==> src/rtl/uart_pkg.sv <==
// Shared UART sequencer definitions: state encoding and default widths.
// Reused by TX- and RX-side sequencers.
package uart_pkg;

  localparam int DATA_W_DEF = 8;

  localparam logic [1:0] ST_IDLE = 2'd0;
  localparam logic [1:0] ST_SEND = 2'd1;
  localparam logic [1:0] ST_WAIT = 2'd2;
  localparam logic [1:0] ST_GAP  = 2'd3;

  typedef enum logic [1:0] {
    IDLE      = ST_IDLE,
    SEND      = ST_SEND,
    WAIT_DONE = ST_WAIT,
    GAP       = ST_GAP
  } state_t;

endpackage

==> src/rtl/tx_msg_sequencer_if.sv <==
// Byte handshake between the message sequencer and a UART TX core.
// Master strobes a byte, slave pulses done when it has shifted out.
interface tx_msg_sequencer_if
  import uart_pkg::*;
#(
  parameter int DATA_W = DATA_W_DEF
);

  logic              tx_dv;
  logic [DATA_W-1:0] tx_data;
  logic              tx_done;

  modport master (
    output tx_dv,
    output tx_data,
    input  tx_done
  );

  modport slave (
    input  tx_dv,
    input  tx_data,
    output tx_done
  );

endinterface

==> src/rtl/seq_timer.sv <==
// Clearable up-counter with terminal-count compare.
// Shared by the inter-byte gap and the done timeout.
module seq_timer #(
  parameter int CNT_W = 17
) (
  input  logic             clk,
  input  logic             rst,
  input  logic             clr,
  input  logic             en,
  input  logic [CNT_W-1:0] limit,
  output logic             tc
);

  logic [CNT_W-1:0] cnt;

  always_ff @(posedge clk or posedge rst) begin
    if (rst) begin
      cnt <= '0;
    end else if (clr) begin
      cnt <= '0;
    end else if (en) begin
      cnt <= cnt + 1'b1;
    end
  end

  assign tc = (cnt == limit);

endmodule

==> src/rtl/tx_msg_sequencer.sv <==
// Feeds a fixed message table to a UART TX core, one byte per done
// pulse, with optional inter-byte gap, repeat and stall timeout.
module tx_msg_sequencer
  import uart_pkg::*;
#(
  parameter int DATA_W = DATA_W_DEF,
  parameter int MSG_LEN = 4,
  parameter logic [DATA_W*MSG_LEN-1:0] MSG_INIT =
    {8'h0A, 8'h0D, 8'hAA, 8'h55},
  parameter int GAP_CYCLES = 0,
  parameter int TIMEOUT_CYCLES = 100000,
  parameter int CNT_W = 17,
  localparam int IDX_W = (MSG_LEN > 1) ? $clog2(MSG_LEN) : 1
) (
  input  logic                     clk,
  input  logic                     rst,
  input  logic                     start,
  input  logic                     repeat_en,
  input  logic                     abort,
  tx_msg_sequencer_if.master       tx,
  output logic                     busy,
  output logic [IDX_W-1:0]         byte_idx,
  output logic                     msg_done,
  output logic                     err_timeout
);

  localparam logic [CNT_W-1:0] GAP_TC =
    CNT_W'((GAP_CYCLES > 0) ? GAP_CYCLES - 1 : 0);
  localparam logic [CNT_W-1:0] TO_TC =
    CNT_W'(TIMEOUT_CYCLES - 1);
  localparam logic [IDX_W-1:0] LAST =
    IDX_W'(MSG_LEN - 1);

  state_t           state;
  state_t           state_n;
  logic [IDX_W-1:0] idx_n;
  logic             done_n;
  logic             err_n;
  logic             last;
  logic             tc;
  logic             tmr_clr;
  logic             tmr_en;
  logic [CNT_W-1:0] tmr_limit;

  function automatic logic [DATA_W-1:0] msg_byte(
    input logic [IDX_W-1:0] i
  );
    return MSG_INIT[int'(i)*DATA_W +: DATA_W];
  endfunction

  assign last = (byte_idx == LAST);

  // Counter restarts on every state change, so each state sees it from 0
  assign tmr_clr   = (state_n != state);
  assign tmr_en    = (state == WAIT_DONE) || (state == GAP);
  assign tmr_limit = (state == GAP) ? GAP_TC : TO_TC;

  seq_timer #(
    .CNT_W (CNT_W)
  ) u_timer (
    .clk   (clk),
    .rst   (rst),
    .clr   (tmr_clr),
    .en    (tmr_en),
    .limit (tmr_limit),
    .tc    (tc)
  );

  always_comb begin
    state_n = state;
    idx_n   = byte_idx;
    done_n  = 1'b0;
    err_n   = err_timeout;
    unique case (state)
      IDLE: begin
        if (start) begin
          state_n = SEND;
          idx_n   = '0;
          err_n   = 1'b0;
        end
      end
      SEND: state_n = WAIT_DONE;
      WAIT_DONE: begin
        if (tx.tx_done) begin
          done_n = last;
          if (abort || (last && !repeat_en)) begin
            state_n = IDLE;
          end else begin
            if (GAP_CYCLES > 0) state_n = GAP;
            else                state_n = SEND;
            idx_n = last ? '0 : byte_idx + 1'b1;
          end
        end else if (tc) begin
          state_n = IDLE;
          err_n   = 1'b1;
        end
      end
      GAP: begin
        if (abort)   state_n = IDLE;
        else if (tc) state_n = SEND;
      end
      default: state_n = IDLE;
    endcase
    if (state_n == IDLE) idx_n = '0;
  end

  always_ff @(posedge clk or posedge rst) begin
    if (rst) begin
      state       <= IDLE;
      tx.tx_dv    <= 1'b0;
      tx.tx_data  <= '0;
      busy        <= 1'b0;
      byte_idx    <= '0;
      msg_done    <= 1'b0;
      err_timeout <= 1'b0;
    end else begin
      state       <= state_n;
      byte_idx    <= idx_n;
      msg_done    <= done_n;
      err_timeout <= err_n;
      busy        <= (state_n != IDLE);
      tx.tx_dv    <= (state_n == SEND);
      if (state_n == SEND) begin
        tx.tx_data <= msg_byte(idx_n);
      end else if (state_n == IDLE) begin
        tx.tx_data <= '0;
      end
    end
  end

endmodule

==> src/flat_wrapper.sv <==
// flat-port wrapper written by rule: the top's interface ports become plain ports
module tx_msg_sequencer_flat import uart_pkg::*;
#(
  parameter int DATA_W = DATA_W_DEF,
  parameter int MSG_LEN = 4,
  parameter logic [DATA_W*MSG_LEN-1:0] MSG_INIT =
    {8'h0A, 8'h0D, 8'hAA, 8'h55},
  parameter int GAP_CYCLES = 0,
  parameter int TIMEOUT_CYCLES = 100000,
  parameter int CNT_W = 17,
  localparam int IDX_W = (MSG_LEN > 1) ? $clog2(MSG_LEN) : 1
)
  (clk, rst, start, repeat_en, abort, busy, byte_idx, msg_done, err_timeout, tx_tx_dv, tx_tx_data, tx_tx_done);
  tx_msg_sequencer_if #(.DATA_W(DATA_W)) tx_i ();
  input  logic clk;
  input  logic rst;
  input  logic start;
  input  logic repeat_en;
  input  logic abort;
  output logic busy;
  output logic [IDX_W-1:0] byte_idx;
  output logic msg_done;
  output logic err_timeout;
  output wire logic [$bits(tx_i.tx_dv)-1:0] tx_tx_dv;
  output wire logic [$bits(tx_i.tx_data)-1:0] tx_tx_data;
  input wire logic [$bits(tx_i.tx_done)-1:0] tx_tx_done;
  assign tx_tx_dv = tx_i.tx_dv;
  assign tx_tx_data = tx_i.tx_data;
  assign tx_i.tx_done = tx_tx_done;
  tx_msg_sequencer #(.DATA_W(DATA_W), .MSG_LEN(MSG_LEN), .MSG_INIT(MSG_INIT), .GAP_CYCLES(GAP_CYCLES), .TIMEOUT_CYCLES(TIMEOUT_CYCLES), .CNT_W(CNT_W)) u_core (.clk(clk), .rst(rst), .start(start), .repeat_en(repeat_en), .abort(abort), .tx(tx_i), .busy(busy), .byte_idx(byte_idx), .msg_done(msg_done), .err_timeout(err_timeout));
endmodule
==> config.mk <==
export PLATFORM = sky130hd
export DESIGN_NAME = tx_msg_sequencer_flat
export DESIGN_NICKNAME = d
export VERILOG_FILES = /design/src/rtl/uart_pkg.sv /design/src/rtl/tx_msg_sequencer_if.sv /design/src/rtl/seq_timer.sv /design/src/rtl/tx_msg_sequencer.sv /design/src/flat_wrapper.sv
export SDC_FILE = /design/constraint.sdc
export NUM_CORES = 1
export LEC_CHECK = 0
export BUFFER_PORTS_ARGS = -buffer_cell sky130_fd_sc_hd__buf_2
export CAP_MARGIN = 20
export CORE_AREA = 3 3 107 58
export DETAILED_ROUTE_END_ITERATION = 10
export DIE_AREA = 0 0 110 61
export PLACE_DENSITY = 0.58
export RECOVER_POWER = 25
export SETUP_SLACK_MARGIN = 0.1
export SYNTH_ARGS = -nofsm -noshare
export SYNTH_HDL_FRONTEND = slang
export SYNTH_SLANG_ARGS = --single-unit
==> constraint.sdc <==
create_clock -name clk -period 2.1 [get_ports clk]
set_input_delay 0.21 -clock clk [delete_from_list [all_inputs] [get_ports clk]]
set_output_delay 0.21 -clock clk [all_outputs]
set_load 0.005 [all_outputs]
# After elaboration in Yosys (flattened, before gate mapping)

Cells that the tools add are included.

Register bits after elaboration: 33
Output and inout port bits: 14
Input port bits: 6
Logic and storage cells: 56

Reductions and logical operators: 11
Muxes and demuxes: 24
Equality and inequality tests: 10
Shift operators: 1
$add $sub $neg: 2

Operator list:

| operator                  | count |
|---|---|
| $mux W17                  | 3 |
| $shiftx A32 B6 Y8 const A | 1 |
| $mux W2                   | 10 |
| $add A17 B1 Y17 const B   | 1 |
| $eq A17 B17 Y1            | 1 |
| $mux W8                   | 2 |
| $pmux W2 S4               | 1 |
| $reduce_bool A2 Y1        | 4 |
| $eq A2 B2 Y1 const B      | 3 |
| $mux W1                   | 6 |
| $eq A2 B1 Y1 const B      | 2 |
| $logic_not A2 Y1          | 2 |
| $ne A2 B2 Y1 const B      | 2 |
| $pmux W2 S2               | 1 |
| $reduce_and A4 Y1         | 1 |
| $add A2 B1 Y2 const B     | 1 |
| $logic_or A1 B1 Y1        | 2 |
| $ne A2 B1 Y1 const B      | 1 |
| $ne A2 B2 Y1              | 1 |
| $pmux W1 S2               | 1 |
| $logic_and A1 B1 Y1       | 1 |
| $logic_not A1 Y1          | 1 |

# Longest topological paths before layout

Depth after elaboration: 10
Mapped depth: 7
Depth with buffers taken out: 7

# Modules after synthesis

A second synthesis with hierarchy kept.

Cells, all modules: 175
Area total of the unflattened synthesis: 1741.7 um^2

Modules (own cells, without submodules):

| module           | cells each | seq. area each (um^2) | area an instance (um^2) | times used |
|---|---|---|---|---|
| seq_timer        | 112        | 425.4                 | 1074.8                  | 1 |
| tx_msg_sequencer | 63         | 325.3                 | 666.9                   | 1 |

# Worst setup path before layout

No wires, ideal clock.

Kind: reg-to-reg
From: register u_core.u_timer.cnt[4]
To: register u_core.tx.tx_data[1]
Slack: 0.010 ns
Cell stages (with the launch flop): 6
Arrival time: 1.966 ns
Period minus slack after synthesis: 2.090 ns
Buffers on the path: 0
Setup time: 0.125 ns
Required time: 1.975 ns
Cells stage by stage: dfrtp_1 or4_4 a221oi_4 o21ai_2 a21oi_4 mux2_2

Word-level cells in the longest chain between the ends: 8
Elaborated cells on any way between the ends: 12
Classes of those cells: eq/ne: 2; shift: 1; mux: 7; reduce/logical: 2

RTL lines:

| element                           | line                                             | RTL |
|---|---|---|
| start: declaration                | seq_timer.sv:14                                  | `logic [CNT_W-1:0] cnt;` |
| start signal: assignment          | seq_timer.sv:22                                  | `cnt <= cnt + 1'b1;` |
| $eq A17 B17 Y1 *                  | seq_timer.sv:26                                  | `assign tc = (cnt == limit);` |
| $mux W2, on equally long branches | tx_msg_sequencer.sv:100, tx_msg_sequencer.sv:93  |  |
| $mux W2, on equally long branches | tx_msg_sequencer.sv:99, tx_msg_sequencer.sv:84   |  |
| $pmux W2 S4 *                     | tx_msg_sequencer.sv:74                           | `unique case (state)` |
| $logic_not A2 Y1                  | tx_msg_sequencer.sv:104, tx_msg_sequencer.sv:125 |  |
| $mux W2                           | tx_msg_sequencer.sv:104                          | `if (state_n == IDLE) idx_n = '0;` |
| $shiftx A32 B6 Y8                 | tx_msg_sequencer.sv:48                           | `return MSG_INIT[int'(i)*DATA_W +: DATA_W];` |
| $mux W8                           | tx_msg_sequencer.sv:123                          | `if (state_n == SEND) begin` |
| end signal: assignment            | tx_msg_sequencer.sv:124                          | `tx.tx_data <= msg_byte(idx_n);` |
| end: declaration                  | tx_msg_sequencer_if.sv:15                        | `output tx_data,` |

Every way passes the cells marked *; elsewhere a longest branch is shown, timed or not.
A chain may end at the register's enable or synchronous reset.

# Final worst setup path

From: register u_core.u_timer.cnt[15]
To: register u_core.tx.tx_data[6]

The elaborated chain is that of the path after synthesis.

==> results <==
- The flow ran to the end, but the final reports show violations.
- The checks that failed: capacitance limit, slew limit.
- For this run the aggregate overflow at the end of global routing stands at 0.
- The total of endpoints with negative setup slack in the final report is 0.
- Across all hold checks on the routed design, the worst slack comes to 0.304 ns.
- The post-synthesis net count is 163.
- The fraction of final layout cells sized beyond drive strength 1 is 0.316.
- The arrival time reported for the critical path endpoint is 2.23 ns.
- After detailed placement, the total cell area comes to 1850 µm².
- The number of standard-cell rows in the floorplan is 19.
- Headroom to the max-slew limit came out at -0.0801.
- After detailed routing, the number of vias per cell comes to ~4.8.
- The floorplan core area is 5350 µm².
- The clock buffer count from CTS is 5.
- The count of different cell masters after synthesis is 39.
- The count of state elements after synthesis is 30.
- Across every metal layer, demand over resource in global routing totals 0.113.
- In this run the remaining antenna-violating nets after routing total 0.
- The largest buffer count on any clock path is 2.
- In this run the number of H-tree levels came out at 2.
- Clock tree synthesis found a total of 30 sinks.
- The total iterations of the first detailed-routing run is 4.
- The top-level I/O count is 20.
- The final estimated routing congestion in global placement is 0.748.
- TritonCTS built the clock tree.
- For this configuration, the core starts out at a cell density of 0.294.
- The floorplan step defined a die boundary enclosing roughly 6700 µm².
- The number of global-route vias before repair is 1286.
- After the last flow step, the layout net total stands at 200.
- The post-route fraction of the period consumed by the critical path is 0.984.
- The final routed wirelength across all metal layers is 3380 µm.
- The first routing iteration left 55 violations.
- For this design the static power due to leakage is 0.991 nW.
- The count of synthesis-stage warnings from yosys is 0.
- For the final database, setup skew stands at slightly above 0.008 ns.
- For this run, design rule violations remaining after detail routing come to 0.
- The highest net fanout along the worst path is 8.
- The worst hold path terminates at u_core.msg_done$_DFF_PP0_.
- The fraction of the yosys area taken by sequential cells is 0.477.
- The total power is 0.00200 W.
- Prior to clock tree synthesis, the placed netlist has a worst setup slack of about 0.028 ns.
- The insertion delay of the later-clocked pin in the worst-skew pair is 0.28 ns.
- The initial antenna violation count was 0.
- Once detailed placement completed, the half-perimeter wirelength came to 2450 µm.
- The die width is about 110 µm.
- Setup repair after global routing could not meet its margin everywhere.
- Static timing analysis puts the maximum clock frequency at ~480 MHz.
- The worst hold-check path type is in2reg.
- The maximum number of pins on one net before global-route repair is 31.
- Yosys attributes the largest share of cell area to sky130_fd_sc_hd__dfrtp_1 48%, sky130_fd_sc_hd__mux2_2 4.3%, sky130_fd_sc_hd__nor2_1 3.6%, sky130_fd_sc_hd__xor2_1 3.3%, sky130_fd_sc_hd__nand2_1 3.1%.
- The most used flip-flop cell after synthesis is sky130_fd_sc_hd__dfrtp_1.
- The clock root buffer is sky130_fd_sc_hd__clkbuf_8.
- The cell count after synthesis came out at about 160.
- The final period demand of the worst path is between 2 and 2.5 ns.
- The port buffer count is 19.
- The final design instance area without fill is 1980 µm².
- STA puts the critical path data required time at 2.27 ns.
- The routed via count is about 1300.
- The synthesized design contains 0 enable-type register cells.
- The minimum setup slack in the final design is ~0.034 ns.
- In the final routed layout, each cell accounts on average for 12.7 µm.
- The max-slew violation count is 31.
- The first global-routing pass estimated 5830 µm of wire.
- The startpoint of the lowest-slack hold path is tx_tx_done.
- The largest total area in the synthesized netlist belongs to sky130_fd_sc_hd__dfrtp_1.
- In this run the critical register-to-register path is launched from u_core.u_timer.cnt[15]$_DFFE_PP0P_.
- The worst hold path was traced through 2 stages.
- The quantity of hold-fixing buffers added after cts is 0.
- Of the post-synthesis cell area, the dominant cell type holds 0.477.
- The post-synthesis area per instance is 10.2 µm².
- The peak supply drop is 535 µV.
- The area added between synthesis and finish is 25.8%.
- 0 antenna diodes ended up in the layout.
- The clock-pin slew on the worst setup and hold paths is 0.07 ns.
- In this run the power density over the cells is 1010 nW/µm².
- Of all flip-flops after synthesis, the portion carrying an async set or reset was 1.00.
- In this run the cell area of the synthesized design comes to approximately 1600 µm².
- At the pin with the least slew margin, the transition time is about 1.6 ns.
- Across the run, the number of max-cap violations was 1.
- STA classifies the critical path startpoint as a flop.
- The endpoint of the worst-slack reg-to-reg timing path is u_core.tx.tx_data[6]$_DFFE_PP0P_.
- The critical path capture point type is a flop.
- At the end of the flow the core is filled with cells to 0.370.
- The die is 61 µm tall.
- The worst register-to-register path has a setup slack of between 0.03 and 0.04 ns.
- The setup path with the least slack is of type reg2reg.
- The path depth of the worst reg2reg path is 6.
- The final count of hold timing violations is 0.
-- worst max-delay path by stage --
stage                                       startpoint                               end  cells after the start
floorplan            u_core.u_timer.cnt[4]$_DFFE_PP0P_  u_core.tx.tx_data[1]$_DFFE_PP0P_                      5
global placement     u_core.u_timer.cnt[2]$_DFFE_PP0P_  u_core.tx.tx_data[6]$_DFFE_PP0P_                      6
detailed placement  u_core.u_timer.cnt[15]$_DFFE_PP0P_  u_core.tx.tx_data[6]$_DFFE_PP0P_                      6
CTS                 u_core.u_timer.cnt[16]$_DFFE_PP0P_  u_core.tx.tx_data[6]$_DFFE_PP0P_                      5
global route         u_core.u_timer.cnt[3]$_DFFE_PP0P_  u_core.tx.tx_data[6]$_DFFE_PP0P_                      6
finish              u_core.u_timer.cnt[15]$_DFFE_PP0P_  u_core.tx.tx_data[6]$_DFFE_PP0P_                      6
-- cell usage after synthesis (2+ instances only) --
master                     instances
sky130_fd_sc_hd__nor2b_1           2
sky130_fd_sc_hd__ha_1              2
sky130_fd_sc_hd__and3_1            4
sky130_fd_sc_hd__nand2b_1          2
sky130_fd_sc_hd__a21oi_1           7
sky130_fd_sc_hd__nand4_1           5
sky130_fd_sc_hd__mux2_2            6
sky130_fd_sc_hd__nor2_1           15
sky130_fd_sc_hd__nand2_1          13
sky130_fd_sc_hd__o21ai_0           4
sky130_fd_sc_hd__nor4_1            3
sky130_fd_sc_hd__xor2_1            6
sky130_fd_sc_hd__or3_1             2
sky130_fd_sc_hd__dfrtp_1          30
sky130_fd_sc_hd__xnor2_1           5
sky130_fd_sc_hd__buf_2             3
sky130_fd_sc_hd__and2_1            3
sky130_fd_sc_hd__nand3_1           5
sky130_fd_sc_hd__nor3_1            7
sky130_fd_sc_hd__and4_1            5
sky130_fd_sc_hd__buf_4             3
sky130_fd_sc_hd__inv_1             6
-- per-layer routing --
layer / up-vias / wire length (µm) / GRT usage
met5: - / 0 / 0
met4: 0 / 29 / 0.0426
met3: 5 / 106 / 0.0319
met2: 18 / 1620 / 0.191
met1: 628 / 1620 / 0.139
li1: 624 / - / -
-- logic make-up after synthesis --
group                      after synthesis  share of synthesized area
AOI/OAI and AO/OA                       21                      0.104
xor gates and xnor gates                11                     0.0612
adders and majority gates                2                     0.0159
buffers and inverters                   12                     0.0382
DFF                                     30                      0.477
muxes                                    8                     0.0564
and+or+nand+nor                         71                      0.247
-- what timing repair did --
action                                  4_1_cts  5_1_grt
resized for setup                             4        4
setup buffers                                 0        1
gates cloned                                  0        0
endpoints found under the setup margin        8       11
pin swaps                                     2        2
-- layout make-up --
class                   instances  area (µm²)
fillers                       534        3370
multi-input cells             113         783
flip-flops and latches         30         754
repair buffers                 36         219
well taps                      73        91.3
clock buffers                   5        68.8
clock inverters                 3        40.0
inverters                       6        22.5
-- flip-flops by register name (all words and copies together) (netlist names) --
name / cells
u_core.byte_idx: 2
u_core.err_timeout: 1
u_core.state: 2
u_core.tx.tx_data: 5
u_core.u_timer.cnt: 17
u_core.busy: 1
u_core.tx.tx_dv: 1
u_core.msg_done: 1
-- metrics by stage --
step | std cells | TNS (ns)
floorplan | 155 | 0
global placement | 258 | 0
detailed placement | 258 | 0
CTS | 266 | 0
global route | 266 | -0.324
finish | 266 | 0
-- placed cells by master, fill, tap and decap left out, types with 3 or more instances in the layout --
cell type,n
sky130_fd_sc_hd__nor2_1,15
sky130_fd_sc_hd__nand3_1,5
sky130_fd_sc_hd__nand4_1,5
sky130_fd_sc_hd__nand2_1,13
sky130_fd_sc_hd__and4_1,5
sky130_fd_sc_hd__buf_2,19
sky130_fd_sc_hd__clkbuf_8,5
sky130_fd_sc_hd__and3_1,4
sky130_fd_sc_hd__nor3_1,6
sky130_fd_sc_hd__and2_1,3
sky130_fd_sc_hd__o21ai_0,3
sky130_fd_sc_hd__inv_1,6
sky130_fd_sc_hd__mux2_2,6
sky130_fd_sc_hd__dfrtp_2,3
sky130_fd_sc_hd__xor2_1,6
sky130_fd_sc_hd__xnor2_1,5
sky130_fd_sc_hd__dfrtp_1,27
sky130_fd_sc_hd__buf_4,16
sky130_fd_sc_hd__a21oi_1,7
-- power breakdown --
part           leakage (nW)  switching [W]  internal (W)
Combinational         0.529       0.000377      0.000326
Clock                0.0579       0.000217      0.000349
Sequential            0.404      0.0000593      0.000670
Total                 0.991       0.000653       0.00134
-- worst max-delay path: stages, from the launching register on --
cell                       delay (ns)
sky130_fd_sc_hd__dfrtp_1         0.40
sky130_fd_sc_hd__nor4_2          0.28
sky130_fd_sc_hd__nand4_1         0.18
sky130_fd_sc_hd__a221oi_4        0.37
sky130_fd_sc_hd__nor4_1          0.12
sky130_fd_sc_hd__a21oi_4         0.24
sky130_fd_sc_hd__mux2_2          0.36
Note: power is estimated with default switching activity, not from simulation.
